==> config.mk <==
export PLATFORM = sky130hd
export DESIGN_NAME = instr_loader
export DESIGN_NICKNAME = d
export VERILOG_FILES = /design/src/rtl/instr_loader.sv
export SDC_FILE = /design/constraint.sdc
export NUM_CORES = 1
export LEC_CHECK = 0
export BUFFER_PORTS_ARGS = -buffer_cell sky130_fd_sc_hd__buf_2
export CORE_MARGIN = 2
export CORE_UTILIZATION = 46
export DETAILED_ROUTE_END_ITERATION = 10
export GPL_ROUTABILITY_DRIVEN = 1
export GPL_TIMING_DRIVEN = 0
export PLACE_DENSITY_LB_ADDON = 0.15
export RECOVER_POWER = 50
export SETUP_SLACK_MARGIN = 0.3
export SYNTH_ARGS = -nofsm -noshare
export SYNTH_HDL_FRONTEND = slang
export SYNTH_SLANG_ARGS = --single-unit
==> constraint.sdc <==
create_clock -name clk -period 2.5 [get_ports clk]
set_input_delay 0.375 -clock clk [delete_from_list [all_inputs] [get_ports clk]]
set_output_delay 0.375 -clock clk [all_outputs]
set_load 0.1 [all_outputs]
==> src/rtl/instr_loader.sv <==
// LEGv8 instruction loader: packs decoded field beats into instruction words
// and writes them to instruction memory, range-checking every immediate.
module instr_loader #(
    parameter int          ADDR_W    = 6,
    parameter int unsigned BASE_ADDR = 0
) (
    input  logic              clk,
    input  logic              reset,
    input  logic              start,
    input  logic              in_valid,
    output logic              in_ready,
    input  logic [1:0]        in_op,
    input  logic [4:0]        in_rt,
    input  logic [4:0]        in_rn,
    input  logic [63:0]       in_imm,
    input  logic              in_last,
    output logic              mem_we,
    output logic [ADDR_W-1:0] mem_addr,
    output logic [31:0]       mem_wdata,
    output logic              busy,
    output logic              done,
    output logic              err,
    output logic [1:0]        err_code,
    output logic [ADDR_W:0]   count
);

    typedef enum logic [2:0] {
        S_IDLE,
        S_RUN,
        S_WRITE,
        S_DONE,
        S_ERROR
    } state_t;

    localparam logic [ADDR_W-1:0] BASE      = BASE_ADDR[ADDR_W-1:0];
    localparam logic [ADDR_W-1:0] LAST_ADDR = '1;
    localparam logic [ADDR_W-1:0] ADDR_ONE  = 1;
    localparam logic [ADDR_W:0]   CNT_ONE   = 1;

    state_t            r_state;
    state_t            w_next;
    logic [31:0]       r_word;
    logic              r_last;
    logic [ADDR_W-1:0] r_addr;
    logic [ADDR_W:0]   r_count;
    logic [1:0]        r_code;
    logic [31:0]       w_word;
    logic              w_fits;
    logic              w_fits9;
    logic              w_fits12;
    logic              w_fits19;

    // A W-bit field fits when every bit from W-1 upward is a sign copy.
    assign w_fits9  = (&in_imm[63:8])  | ~(|in_imm[63:8]);
    assign w_fits12 = (&in_imm[63:11]) | ~(|in_imm[63:11]);
    assign w_fits19 = (&in_imm[63:18]) | ~(|in_imm[63:18]);

    always_comb begin
        w_word = '0;
        w_fits = 1'b0;
        unique case (in_op)
            2'b00: begin
                w_fits = w_fits9;
                w_word = {11'b11111000010, in_imm[8:0], 2'b00, in_rn, in_rt};
            end
            2'b01: begin
                w_fits = w_fits9;
                w_word = {11'b11111000000, in_imm[8:0], 2'b00, in_rn, in_rt};
            end
            2'b10: begin
                w_fits = w_fits19;
                w_word = {8'b10110100, in_imm[18:0], in_rt};
            end
            2'b11: begin
                w_fits = w_fits12;
                w_word = {10'b1001000100, in_imm[11:0], in_rn, in_rt};
            end
        endcase
    end

    always_ff @(posedge clk or posedge reset) begin
        if (reset) begin
            r_state <= S_IDLE;
        end else begin
            r_state <= w_next;
        end
    end

    always_comb begin
        w_next = r_state;
        unique case (r_state)
            S_IDLE, S_DONE, S_ERROR: begin
                if (start) begin
                    w_next = S_RUN;
                end
            end
            S_RUN: begin
                if (in_valid) begin
                    w_next = w_fits ? S_WRITE : S_ERROR;
                end
            end
            S_WRITE: begin
                if (r_last) begin
                    w_next = S_DONE;
                end else if (r_addr == LAST_ADDR) begin
                    w_next = S_ERROR;
                end else begin
                    w_next = S_RUN;
                end
            end
            default: w_next = S_IDLE;
        endcase
    end

    always_ff @(posedge clk or posedge reset) begin
        if (reset) begin
            r_word  <= '0;
            r_last  <= 1'b0;
            r_addr  <= BASE;
            r_count <= '0;
            r_code  <= 2'b00;
        end else begin
            unique case (r_state)
                S_IDLE, S_DONE, S_ERROR: begin
                    if (start) begin
                        r_addr  <= BASE;
                        r_count <= '0;
                        r_code  <= 2'b00;
                    end
                end
                S_RUN: begin
                    if (in_valid) begin
                        if (w_fits) begin
                            r_word <= w_word;
                            r_last <= in_last;
                        end else begin
                            r_code <= 2'b01;
                        end
                    end
                end
                S_WRITE: begin
                    r_count <= r_count + CNT_ONE;
                    // A full memory stops the session without wrapping the address.
                    if (!r_last) begin
                        if (r_addr == LAST_ADDR) begin
                            r_code <= 2'b10;
                        end else begin
                            r_addr <= r_addr + ADDR_ONE;
                        end
                    end
                end
                default: ;
            endcase
        end
    end

    assign in_ready  = (r_state == S_RUN);
    assign busy      = (r_state == S_RUN) | (r_state == S_WRITE);
    assign mem_we    = (r_state == S_WRITE);
    assign done      = (r_state == S_DONE);
    assign err       = (r_state == S_ERROR);
    assign mem_addr  = r_addr;
    assign mem_wdata = r_word;
    assign err_code  = r_code;
    assign count     = r_count;

endmodule

# Word-level counts from Yosys, hierarchy flattened
# Index checks and enable logic that the tools add are counted.
# word_totals
register_bits	51
input_bits	81
output_inout_bits	52
elab_cells	66
# op_classes
addsub	2
n_eq_ne	14
n_mux	20
bitwise_logic	7
n_reduce_logical	17
# ops
cell	n
$pmux 32 s4	1
$reduce_and 56->1	1
$reduce_or 56->1	1
$reduce_and 53->1	1
$reduce_or 53->1	1
$reduce_and 46->1	1
$reduce_or 46->1	1
$mux 6	3
$mux 3	5
$pmux 7 s2	1
$pmux 6 s2	1
$mux 2	5
$ne 2x2->1 const B	5
$pmux 3 s3	1
$add 7x1->7 const B	1
$mux 7	1
$add 6x1->6 const B	1
$eq 3x2->1 const B	2
$eq 6x6->1 const B	1
$pmux 2 s3	1
$reduce_and 6->1	1
$eq 2x2->1 const B	2
$or 1x1->1	4
$reduce_and 2->1	2
14 further kinds	16

# Depth between registers and ports, before layout
# depth
depth_word	7
mapped_depth	9
ltp_nobuf	7

# Worst setup path after synthesis
# Ideal clock, no wire load.
# synth_path
path_kind	register to register
startpoint	reg r_addr[0], in the netlist mem_addr[0]
endpoint	reg r_code[1], in the netlist err_code[1]
setup_ns	0.121
t_arrival_ns	2.629
required_time_ns	2.379
slack_ns	-0.250
stages_incl_launch_ff	8
n_path_buf	0
synth_period_minus_slack_ns	2.750
cell_sequence	dfrtp_1 ha_1 and3_1 nand4_1 and3_1 o31ai_1 mux2_2 a31o_2
# synth_between
elab_chain_len	3
# synth_rtl
element	line	rtl
start: declaration	44	logic [ADDR_W-1:0] r_addr;
start signal: assignment	148	r_addr <= r_addr + ADDR_ONE;
$eq 6x6->1	145	if (r_addr == LAST_ADDR) begin
$ne 2x1->1 (no source line)	-	
$reduce_and 6->1 (no source line)	-	
end signal: assignment	128	r_code <= 2'b00;
end signal: assignment	137	r_code <= 2'b01;
end signal: assignment	146	r_code <= 2'b10;
end: declaration	46	logic [1:0] r_code;
# Every way passes these cells.
# A chain may end at the register's enable or synchronous reset.

# Worst setup path after layout
# layout_path
startpoint	in in_imm[33]
endpoint	reg r_word[2], in the netlist mem_wdata[2]
# layout_between
elab_chain_len	5
word_cells_on_any_way	14
cone_classes	mux: 1; bitwise: 6; reduce/logical: 7
# layout_rtl
element	line	rtl
start: declaration	15	input logic [63:0] in_imm,
$reduce_or 56->1 (tied with other cells)	54	assign w_fits9 = (&in_imm[63:8]) | ~(|in_imm[63:8]);
$not 1->1 (on tied branches)	54, 55, 56	
$or 1x1->1 (on tied branches)	54, 55, 56	
$pmux 1 s3 (*)	61	unique case (in_op)
$reduce_and 3->1 (no source line) (*)	-	
end signal: assignment	134	r_word <= w_word;
end: declaration	42	logic [31:0] r_word;
# Every way passes the cells marked *; elsewhere a longest branch is shown, timed or not.

==> metrics.txt <==
crit path kind primary input to flop; vias after detailed routing between 2000 and 3000; Max rail drop VDD 340 uV; Via-to-Cell Ratio ~5.5; first-pass GRT wire length about 12 mm; fin. max-slew vios 0; antenna diode count 0; Netlist cell types 47; die height 81.1 um; CP endpoint kind flop; gpl congestion between 0.9 and 1; minimum clock period ~2200 ps; startpoint of the worst hold path in_rt[0]; top cells by area, synth dfrtp_1 44%, mux2_1 10%, mux2i_1 4.4%, nand2_1 3.7%, nand4_1 3.7%; CTS buffer count 5; Critical path buffers and inverters 3; crit path launch type primary input; post-synth top area share a little over two fifths; CP delay by family, top simple AND/OR/NAND/NOR gates; initial antenna violation count 0; fin cells between 500 and 600; reg-to-reg slack, setup roughly 320 ps; Seq/Total Area, Yosys between 40% and 50%; Detailed Route WL approximately 8.2 mm; WHS Path Cells 2; core area ~0.0058 mm^2; worst slew pin tran approximately 1200 ps; number of global-route vias before repair 2526; final core utilization about 70%; Worst Skew 9.66 ps; Post-Syn Nets about 370; Arr. time, crit path about 2400 ps; H-tree Lvls 2; reg2reg start r_state[0]; Starting Density 47.0%; fin crit share about nine tenths; First-pass DRT Iterations 4; Clock Latency Late Sink 310 ps; Yosys Warn Count 0; Power Dens Cells approximately 440 mW/mm^2; Routed Antenna Nets 0; ys async rst share 100%; Hold EP mem_wdata[0]; area grow syn2layout 49.6%; Critical Path RT between 2000 and 3000 ps; Post-synth EDFFs 0; max incr delay on CP ~400 ps; Max Cap Violations 0; share of cells above drive strength 1 a little under half; area leader, netlist dfrtp_1; slowest CP cell nor4_4; DRC viols 0; clock slew at reported path FFs roughly 100 ps; # IOs about 130; Slew headroom 20.0%; post-synthesis cell area approximately 0.0027 mm^2; Worst Hold Class primary input to flop; Layout Nets ~520; wire length per cell about 16 um; Setup Slack @ Placement -102 ps; cells along the critical path buf_6 -> nor4_4 -> nand4_1 -> nor4_4 -> a22oi_2 -> o211ai_2 -> buf_6 -> buf_8 -> mux2_1; post-route setup slack about 280 ps; Max clock buf depth 2; gate count after technology mapping roughly 280; largest net degree at the start of global routing 38; GRT Util Overall between 20 and 25%; f_max around 450 MHz; RSZ-0062 raised after global routing yes; flops & latches, synth 48; ys flop type dfrtp_1; die width 81.1 um; die area 0.00657 mm^2; setup violators final 0; CTS tree yes; hpwl dp approximately 5.9 mm; final hold vios 0; grt ovf 0; clk sinks 48; IO Port Bufs between 100 and 150; initial drt markers 129; clock root cell clkbuf_8; worst reg2reg path depth 12; placed insts approximately 490; outcome complete, no violations; R2R Path End mem_wdata[29]; # rows 28; syn avg cell area ~9.7 um^2; Leak about 2 nW; Max FO, Critical Path 5
cells in the final DEF (no fill, tap or decap), types with 6 or more instances in the layout:
master	instances
dfrtp_1	42
buf_2	101
and3_1	7
nor4_1	6
buf_4	17
a21oi_1	13
mux2_2	6
mux2i_1	12
nor2_1	22
o21ai_0	19
mux2_4	20
clkbuf_1	27
clkbuf_8	7
nand3_1	8
inv_1	6
nand2_1	27
buf_6	6
nor4_2	6
nand4_1	16
Yosys cell counts (2+ instances only):
| cell | instances |
|---|---|
| mux2_2 | 6 |
| and3_1 | 7 |
| o21ai_0 | 20 |
| nand2_1 | 27 |
| nor3_1 | 5 |
| mux2i_1 | 12 |
| mux2_1 | 25 |
| nor4_1 | 16 |
| buf_6 | 2 |
| ha_1 | 2 |
| xor2_1 | 2 |
| and4_1 | 3 |
| nor3b_1 | 2 |
| nand3_1 | 8 |
| clkbuf_1 | 4 |
| o31ai_1 | 3 |
| nor2b_1 | 2 |
| nand4_1 | 16 |
| dfrtp_1 | 48 |
| buf_4 | 4 |
| a21oi_1 | 13 |
| inv_1 | 7 |
| nor2_1 | 24 |
| o21a_1 | 2 |
registers in the layout (all words and copies together), names as in the netlist:
| name | cells |
|---|---|
| r_state | 3 |
| mem_wdata | 29 |
| r_last | 1 |
| count | 7 |
| mem_addr | 6 |
| err_code | 2 |
worst reg2reg max path, stage by stage, from the launching register on:
cell	delay (ps)
dfrtp_1	400
buf_8	140
or3b_4	260
clkinvlp_4	120
nand2_4	150
nor2_4	40
o21ai_2	90
o211ai_2	150
buf_6	170
buf_4	140
clkbuf_16	140
buf_4	130
o21a_1	160
metal layers:
| metal | global-route usage, % | routed length, um | up-vias |
|---|---|---|---|
| li1 | - | - | 1364 |
| met1 | 29.6 | 3460 | 1365 |
| met2 | 40.3 | 4140 | 118 |
| met3 | 4.44 | 540 | 10 |
| met4 | 4.24 | 97 | 0 |
| met5 | 0 | 0 | - |
per-stage QoR:
step | hold slack, ps | cell area [um^2] | total power, mW | TNS (ps)
finish | 288 | 4090 | 1.80 | 0
global placement | 463 | 3540 | 1.23 | -1330
global route | 276 | 4090 | 1.87 | 0
floorplan | 510 | 2800 | 1.10 | 0
detailed placement | 333 | 3560 | 1.24 | -1940
CTS | 283 | 3800 | 1.76 | 0
how the worst max path moves through the flow:
stage          cells past startpoint            end         from  slack, ps
6_report                           9   mem_wdata[2]   in_imm[33]        280
5_1_grt                            4     r_state[1]        reset        240
4_1_cts                            5           busy   r_state[0]        260
3_5_place_dp                       8   mem_wdata[8]   in_imm[24]       -100
3_3_place_gp                       8  mem_wdata[17]   in_imm[20]        -70
2_1_floorplan                      5    err_code[1]  mem_addr[5]        150
cells by family after synthesis:
kind of cell    after synthesis  share of synthesized area [%]
simple gates                118                           22.6
xor+xnor                      3                          0.962
other cells                   1                          0.137
fa+ha+maj                     2                          0.916
mux                          43                           17.2
compound gates               47                           10.2
buf+inv                      21                           4.07
flops                        48                           44.0
final cells by class:
cell class / count / area [um^2]
fillers: 462 / 1730
clock inverters: 2 / 15.0
repair buffers: 151 / 880
flip-flops and latches: 48 / 1210
well taps: 75 / 93.8
multi-input cells: 214 / 1660
plain buffers: 13 / 113
clock buffers: 6 / 82.6
inverters: 8 / 33.8
power by group:
group	internal [mW]	switching, mW
Combinational	0.173	0.321
Sequential	0.789	0.0137
Clock	0.225	0.280
timing repair:
item,4_1_cts,5_1_grt
cloned,1,2
pin swaps,4,13
gates resized for setup,21,43
hold buffers,1,0
endpoints found under the setup margin,27,29
endpoints found under the hold margin,10,0
setup buffers,4,12
Note: power is estimated with default switching activity, not from simulation.
